--- config.mk ---
export PLATFORM = sky130hd
export DESIGN_NAME = mips_reg_file_sb
export DESIGN_NICKNAME = d
export VERILOG_FILES = /design/src/rtl/mips_reg_file_sb.sv
export SDC_FILE = /design/constraint.sdc
export NUM_CORES = 2
export LEC_CHECK = 0
export CAP_MARGIN = 10
export CELL_PAD_IN_SITES_DETAIL_PLACEMENT = 1
export CELL_PAD_IN_SITES_GLOBAL_PLACEMENT = 1
export CORE_ASPECT_RATIO = 1.1
export CORE_MARGIN = 4
export CORE_UTILIZATION = 35
export CTS_CLUSTER_DIAMETER = 120
export DETAILED_ROUTE_END_ITERATION = 8
export GPL_TIMING_DRIVEN = 0
export PLACE_DENSITY_LB_ADDON = 0.2
export SYNTH_ARGS = -nofsm -noshare
export SYNTH_HDL_FRONTEND = slang
export SYNTH_SLANG_ARGS = --single-unit
export TNS_END_PERCENT = 5
--- constraint.sdc ---
create_clock -name clk -period 3.5 [get_ports clk]
set_input_delay 0.525 -clock clk [delete_from_list [all_inputs] [get_ports clk]]
set_output_delay 0.525 -clock clk [all_outputs]
set_load 0.01 [all_outputs]
--- src/rtl/mips_reg_file_sb.sv ---
// Scoreboarded register file: 2 comb read ports, 1 sync write port, per-register pending-write counters.
// Latency: reads/hazards/iss_full combinational; writes and counters update at posedge clk; wb_err registered.
// Backpressure: issuing stage stalls on iss_full; decode stalls on hazard_a/b. RF_BYPASS_EN adds write-through forwarding.
module mips_reg_file_sb #(
    parameter int DATA_W   = 32,
    parameter int ADDR_W   = 5,
    parameter int PEND_W   = 2,
    parameter int ZERO_REG = 1
) (
    input  logic              clk,
    input  logic              reset,
    input  logic [ADDR_W-1:0] rd_addr_a,
    input  logic [ADDR_W-1:0] rd_addr_b,
    output logic [DATA_W-1:0] rd_data_a,
    output logic [DATA_W-1:0] rd_data_b,
    output logic              hazard_a,
    output logic              hazard_b,
    input  logic              wr_en,
    input  logic [ADDR_W-1:0] wr_addr,
    input  logic [DATA_W-1:0] wr_data,
    input  logic              iss_en,
    input  logic [ADDR_W-1:0] iss_addr,
    output logic              iss_full,
    output logic              wb_err
);
    localparam int DEPTH = 1 << ADDR_W;
    localparam logic [PEND_W-1:0] CNT_MAX = '1;
    localparam logic [PEND_W-1:0] CNT_ONE = PEND_W'(1);

    logic [DATA_W-1:0] regs_q [DEPTH];
    logic [PEND_W-1:0] cnt_q  [DEPTH];
    logic [PEND_W-1:0] cnt_d  [DEPTH];
    logic              wb_err_q, wb_err_d;
    logic [DEPTH-1:0]  inc_vec, dec_vec;

    function automatic logic is_zero(input logic [ADDR_W-1:0] a);
        return (ZERO_REG != 0) && (a == '0);
    endfunction

    // One-hot issue/writeback decodes; the hardwired zero register is never counted.
    always_comb begin
        inc_vec = iss_en ? (DEPTH'(1) << iss_addr) : '0;
        dec_vec = wr_en  ? (DEPTH'(1) << wr_addr)  : '0;
        if (ZERO_REG != 0) begin
            inc_vec[0] = 1'b0;
            dec_vec[0] = 1'b0;
        end
    end

    always_comb begin
        wb_err_d = wb_err_q;
        for (int r = 0; r < DEPTH; r++) begin
            cnt_d[r] = cnt_q[r];
            if (inc_vec[r] && !dec_vec[r]) begin
                if (cnt_q[r] == CNT_MAX) wb_err_d = 1'b1;
                else                     cnt_d[r] = cnt_q[r] + CNT_ONE;
            end else if (dec_vec[r] && !inc_vec[r]) begin
                if (cnt_q[r] == '0) wb_err_d = 1'b1;
                else                cnt_d[r] = cnt_q[r] - CNT_ONE;
            end
        end
    end

    always_ff @(posedge clk or negedge reset) begin
        if (!reset) begin
            for (int r = 0; r < DEPTH; r++) begin
                regs_q[r] <= '0;
                cnt_q[r]  <= '0;
            end
            wb_err_q <= 1'b0;
        end else begin
            for (int r = 0; r < DEPTH; r++) begin
                cnt_q[r] <= cnt_d[r];
            end
            if (wr_en && !is_zero(wr_addr)) regs_q[wr_addr] <= wr_data;
            wb_err_q <= wb_err_d;
        end
    end

    always_comb begin
        rd_data_a = is_zero(rd_addr_a) ? '0 : regs_q[rd_addr_a];
        rd_data_b = is_zero(rd_addr_b) ? '0 : regs_q[rd_addr_b];
        hazard_a  = !is_zero(rd_addr_a) && (cnt_q[rd_addr_a] != '0);
        hazard_b  = !is_zero(rd_addr_b) && (cnt_q[rd_addr_b] != '0);
`ifdef RF_BYPASS_EN
        // A retiring writeback forwards its data and clears the hazard unless a new issue re-arms it.
        if (wr_en && (wr_addr == rd_addr_a) && !is_zero(rd_addr_a)) begin
            rd_data_a = wr_data;
            if ((cnt_q[rd_addr_a] == CNT_ONE) && !(iss_en && (iss_addr == rd_addr_a)))
                hazard_a = 1'b0;
        end
        if (wr_en && (wr_addr == rd_addr_b) && !is_zero(rd_addr_b)) begin
            rd_data_b = wr_data;
            if ((cnt_q[rd_addr_b] == CNT_ONE) && !(iss_en && (iss_addr == rd_addr_b)))
                hazard_b = 1'b0;
        end
`endif
        iss_full = !is_zero(iss_addr) && (cnt_q[iss_addr] == CNT_MAX);
        wb_err   = wb_err_q;
    end
endmodule

## Word level (Yosys, flattened, before mapping)

Index checks and enable logic that the tools add are counted.

- Flip-flop bits (word level): 1087
- Input port bits: 56
- Output and inout port bits: 68
- Logic and storage cells: 733

- Add/subtract/negate cells: 62
- Order comparisons: 5
- Equal/unequal tests: 94
- Shift operators: 2
- Multiplexer cells: 270
- Bitwise gates (word level): 4
- Reductions and logical operators: 232

Operators with widths:

| kind | count |
|---|---|
| $bwmux W1024 | 1 |
| $bmux W32 S5 | 2 |
| $mux W32 | 9 |
| $mux W2 | 130 |
| $demux W32 S5 | 1 |
| $mux W1 | 124 |
| $ne A2 B2 Y1 const B | 62 |
| $reduce_and A3 Y1 | 31 |
| $logic_and A1 B1 Y1 | 67 |
| $logic_not A1 Y1 | 66 |
| $reduce_bool A2 Y1 | 33 |
| $eq A2 B2 Y1 const B | 32 |
| $shl A1 B5 Y32 const A | 2 |
| $add A2 B1 Y2 const B | 31 |
| $logic_not A2 Y1 | 31 |
| $sub A2 B1 Y2 const B | 31 |
| $bmux W2 S5 | 3 |
| $ge A6 B6 Y1 const B | 4 |
| $not A5 Y6 | 4 |
| $logic_not A5 Y1 | 4 |
| $lt A6 B1 Y1 const B | 1 |

## Logic depth before layout (Yosys ltp)

- Depth in word-level cells: 96
- Mapped depth: 12
- Gate-level depth less buffers: 10

## Worst setup path before layout

Ideal clock, no wire load.

- Kind: input -> output
- Start point: in rd_addr_b[0]
- End point: out hazard_b
- Arrival: 2196 ps
- Data required time: 2975 ps
- Path slack: 779 ps
- Stages: 7
- Buffers on the path: 3
- Cells stage by stage: buf_2 buf_2 buf_2 mux4_2 a22oi_1 a211oi_1 a211oi_1

- Longest elaborated chain between the ends: 6
- Elaborated cells on any way between the ends: 8
- Classes of those cells: 3 x mux; 1 x bitwise; 4 x reduce/logical

RTL lines:

| element | RTL line | text |
|---|---|---|
| from (decl) | 13 | `input logic [ADDR_W-1:0] rd_addr_b,` |
| $not A5 Y6 (implied by the code) | 84 | `hazard_b = !is_zero(rd_addr_b) && (cnt_q[rd_addr_b] != '0);` |
| $bmux W2 S5 | 84 |  |
| $mux W2 (implied by the code) (2 in a row) | 84 |  |
| $reduce_bool A2 Y1 | 84 |  |
| $logic_and A1 B1 Y1 * | 84 |  |
| to (decl) | 17 | `output logic hazard_b,` |

Mark *: on every way between the ends. The rest lies on a longest branch, timed or not. The select of a mux whose other input is x is not followed.

## Worst setup path after layout

- Start point: in rd_addr_a[1]
- End point: out rd_data_a[11]

- Longest elaborated chain between the ends: 5
- Elaborated cells on any way between the ends: 6
- Classes of those cells: 4 x mux; 1 x bitwise; 1 x reduce/logical

RTL lines:

| element | RTL line | text |
|---|---|---|
| from (decl) | 12 | `input logic [ADDR_W-1:0] rd_addr_a,` |
| $not A5 Y6 (implied by the code) | 81 | `rd_data_a = is_zero(rd_addr_a) ? '0 : regs_q[rd_addr_a];` |
| $bmux W32 S5 | 81 |  |
| $mux W32 (implied by the code) (2 in a row) | 81 |  |
| $mux W32 * | 81 |  |
| to (decl) | 14 | `output logic [DATA_W-1:0] rd_data_a,` |

Marks and branches as above.

==> summary.md <==
| Metric | Value |
|---|---|
| Final nets | 4678 |
| Mapped Cells | 4299 |
| Routed Antenna Nets | 0 |
| Skew final | 0.02347 ns |
| Placed Area | 64270 um^2 |
| Crit path required time | 2.97 ns |
| Commonest register cell after synthesis | dfrtp_1 |
| Core Region | 170700 um^2 |
| Top-count cell post-synth | dfrtp_1 |
| Synthesis-to-finish area growth | 16.67% |
| Power share of the clock group | 36.6% |
| P_sw | 10830 uW |
| Commonest cells post-synth | dfrtp_1 (1087), mux2_2 (1026), mux4_2 (588) |
| DR vias | 40580 |
| Initial Util | 35.18% |
| Net Sw Frac | 27.71% |
| Synth area leaders | dfrtp_1 (45%), mux4_2 (22%), mux2_2 (19%), nand2_1 (3.3%), clkbuf_1 (1.7%) |
| Post-synthesis sequential area ratio | 45.30% |
| Max_cap viols | 0 |
| Critical Setup Path Class | in2out |
| Distinct cells, synth | 46 |
| Maximum VDD drop | 550.3 uV |
| H-tree Lvls | 4 |
| Syn avg cell area | 13.97 um^2 |
| Max-slew headroom | 5.743% |
| WL met3 | 11390 um |
| Total global routing overflow | 0 |
| Design area | 70060 um^2 |
| # port buffers | 113 |
| Top Metal Used | met5 |
| First-pass GRT wire length | 323600 um |
| DRT Pass-1 Iters | 5 |
| Ys Warns | 0 |
| Synthesized Nets | 4417 |
| RR Endpoint | wb_err$_DFF_PN0_ |
| Residual DRC | 0 |
| Max Freq | 277.7 MHz |
| Status | complete, but fails checks |
| Vias in the first global route | 43730 |
| Root Buffer | clkbuf_16 |
| Worst hold margin | 0.3045 ns |
| Cell area after synthesis | 60040 um^2 |
| Worst r2r src | cnt_q[21]$_DFFE_PN0P_ |
| Worst hold path type | in2async |
| Num CTS Buffers | 130 |
| Register-to-register setup slack | 1.32 ns |
| Final Cycle Share | 102.9% |
| Multi-input combinational cell area | 30900 um^2 |
| Async SR Flop Fraction | 100.0% |
| Fill count | 17410 |
| Tot GR Track Use | 25.32% |
| Initial DRC count | 3291 |
| Register bit count reported by yosys | 1087 |
| Share of cells above drive strength 1 | 46.20% |
| RePlAce Congestion | 0.8455 |
| P_leak | 0.03046 uW |
| Drt via density | 5.863 |
| Synth area leader | dfrtp_1 |
| Final WL | 226300 um |
| Number of synthesized flops with an enable pin | 0 |
| PnR worst setup slack | -0.1015 ns |
| Tightest Pin Transition | 1.414 ns |
| Clk_lat worst skew | 0.79 ns |
| Final hold violation count | 0 |
| Register area | 27230 um^2 |
| Clock sink count | 1087 |
| CP startpoint kind | primary input |
| Num ports | 124 |
| Routed wl met2 | 108800 um |
| R2R depth | 6 |
| Rows | 159 |
| Final Non-Filler Cells | 6920 |
| Pin count of the biggest net entering global routing | 165 |
| Flop pwr share | 42.2% |
| Yosys top cell area share | 45.30% |
| Initial antenna violation count | 13 |
| Combinational power share | 21.2% |
| Int Pwr | 28240 uW |
| DIE AREA | 178300 um^2 |
| CTS tree | done |
| Placed cell count | 6677 |
| Die extent in x | 402.9 um |
| Critical path capture point type | output pin |
| Final setup fails | 14 |
| Cell Pwr Density | 557.7 nW/um^2 |
| Max Slew Vio Count | 0 |
| Clock-pin slew on the worst setup and hold paths | 0.06 ns |
| Minimum clock period | 3.602 ns |
| Max Root-Sink Buffers | 3 |
| Core Util, Final | 41.04% |
| Wire length on met1 | 98360 um |
| CP Data Arrival Time | 3.08 ns |
| DR WL/cell | 32.71 um |
| Detailed Place HPWL | 159900 um |
| Setup TNS Final | -0.4557 ns |
| Failing checks | negative setup slack |
| Crit-path max FO | 10 |
| Unrepaired setup endpoints after global routing | yes |
| Die H | 442.4 um |
[registers in the layout (all words and copies together), names as in the netlist]
register / cells
cnt_q: 62
wb_err: 1
regs_q: 1024
[placed cells by master, fill, tap and decap left out, types with 12 or more instances in the layout]
master,n
buf_4,35
a31oi_1,18
a22oi_2,28
nor4b_1,28
a22oi_1,38
clkbuf_2,37
buf_2,46
buf_12,24
clkbuf_16,137
buf_6,20
buf_8,27
clkinv_2,16
mux4_2,588
ha_1,62
nand2_1,523
clkbuf_8,40
o21ai_0,81
clkbuf_1,221
mux2_2,1026
dfrtp_2,25
nor3_1,15
mux2i_1,13
dlymetal6s2s_1,13
bufinv_16,12
o21bai_1,13
nor2b_1,33
clkbuf_4,32
nor2_2,14
dfrtp_1,1062
nand3_1,40
inv_1,71
a21oi_1,33
clkdlybuf4s50_1,88
nor2_1,62
[cell families (layout without fill, tap and decap cells)]
logic type	after synthesis	in the layout	share of synthesized area, %
AO/OA/AOI/OAI	246	246	2.580
other	0	8	0
adder cells (fa/ha/maj)	64	64	1.325
flip-flops	1087	1087	45.30
multiplexers	1629	1629	41.55
buffers and inverters	501	860	3.668
AND/OR/NAND/NOR	772	772	5.578
[power by group through the flow]
stage | clock [uW] | sequential (uW) | combinational, uW
after global routing | 15100 | 16800 | 8830
final | 14300 | 16500 | 8280
after global placement | 0 | 16500 | 7850
after detailed placement | 0 | 16600 | 8130
after CTS | 14600 | 16400 | 8300
after floorplan | 0 | 16000 | 5700
[per-stage QoR]
stage | setup slack [ns] | total power (uW)
CTS | -0.1411 | 39290
floorplan | 0.7787 | 21730
detailed placement | -1.778 | 24750
global route | -0.1115 | 40680
global placement | -50.45 | 24400
finish | -0.1015 | 39070
[per-layer routing]
metal | GRT usage, % | vias to the layer above
li1 | - | 16670
met1 | 34.61 | 22430
met2 | 41.47 | 1116
met3 | 4.063 | 350
met4 | 7.984 | 10
met5 | 0 | -
[critical path, stage by stage]
cell and delay, ns:
clkbuf_2 0.44, clkbuf_4 0.48, mux4_2 0.36, mux2_2 0.27, a22oi_1 0.23, nand2_1 0.21
clkdlybuf4s50_1 0.52
[final cells by class]
cell class / instances / area share [%]
Timing Repair Buffer: 131 / 2.172
Antenna cell: 8 / 0.02858
Sequential cell: 1087 / 38.87
Inverter: 71 / 0.3804
Tap cell: 2254 / 4.026
Buffer: 428 / 4.131
Multi-Input combinational cell: 2711 / 44.10
Clock inverter: 36 / 0.7340
Clock buffer: 194 / 5.554
[how the worst max path moves through the flow]
stage / end / from
finish: rd_data_a[11] / rd_addr_a[1]
CTS: rd_data_b[3] / rd_addr_b[0]
global route: rd_data_a[11] / rd_addr_a[1]
detailed placement: hazard_b / rd_addr_b[3]
global placement: regs_q[275]$_DFFE_PN0P_ / reset
floorplan: hazard_b / rd_addr_b[0]
[what timing repair did]
action,in CTS,in global routing
pin swaps,4,1
gates cloned,0,1
resized for setup,404,94
setup endpoints to repair,68,61
endpoints found under the hold margin,71,0
hold buffers,1,0
setup buffers,4,0
(Power assumes the default switching activity.)
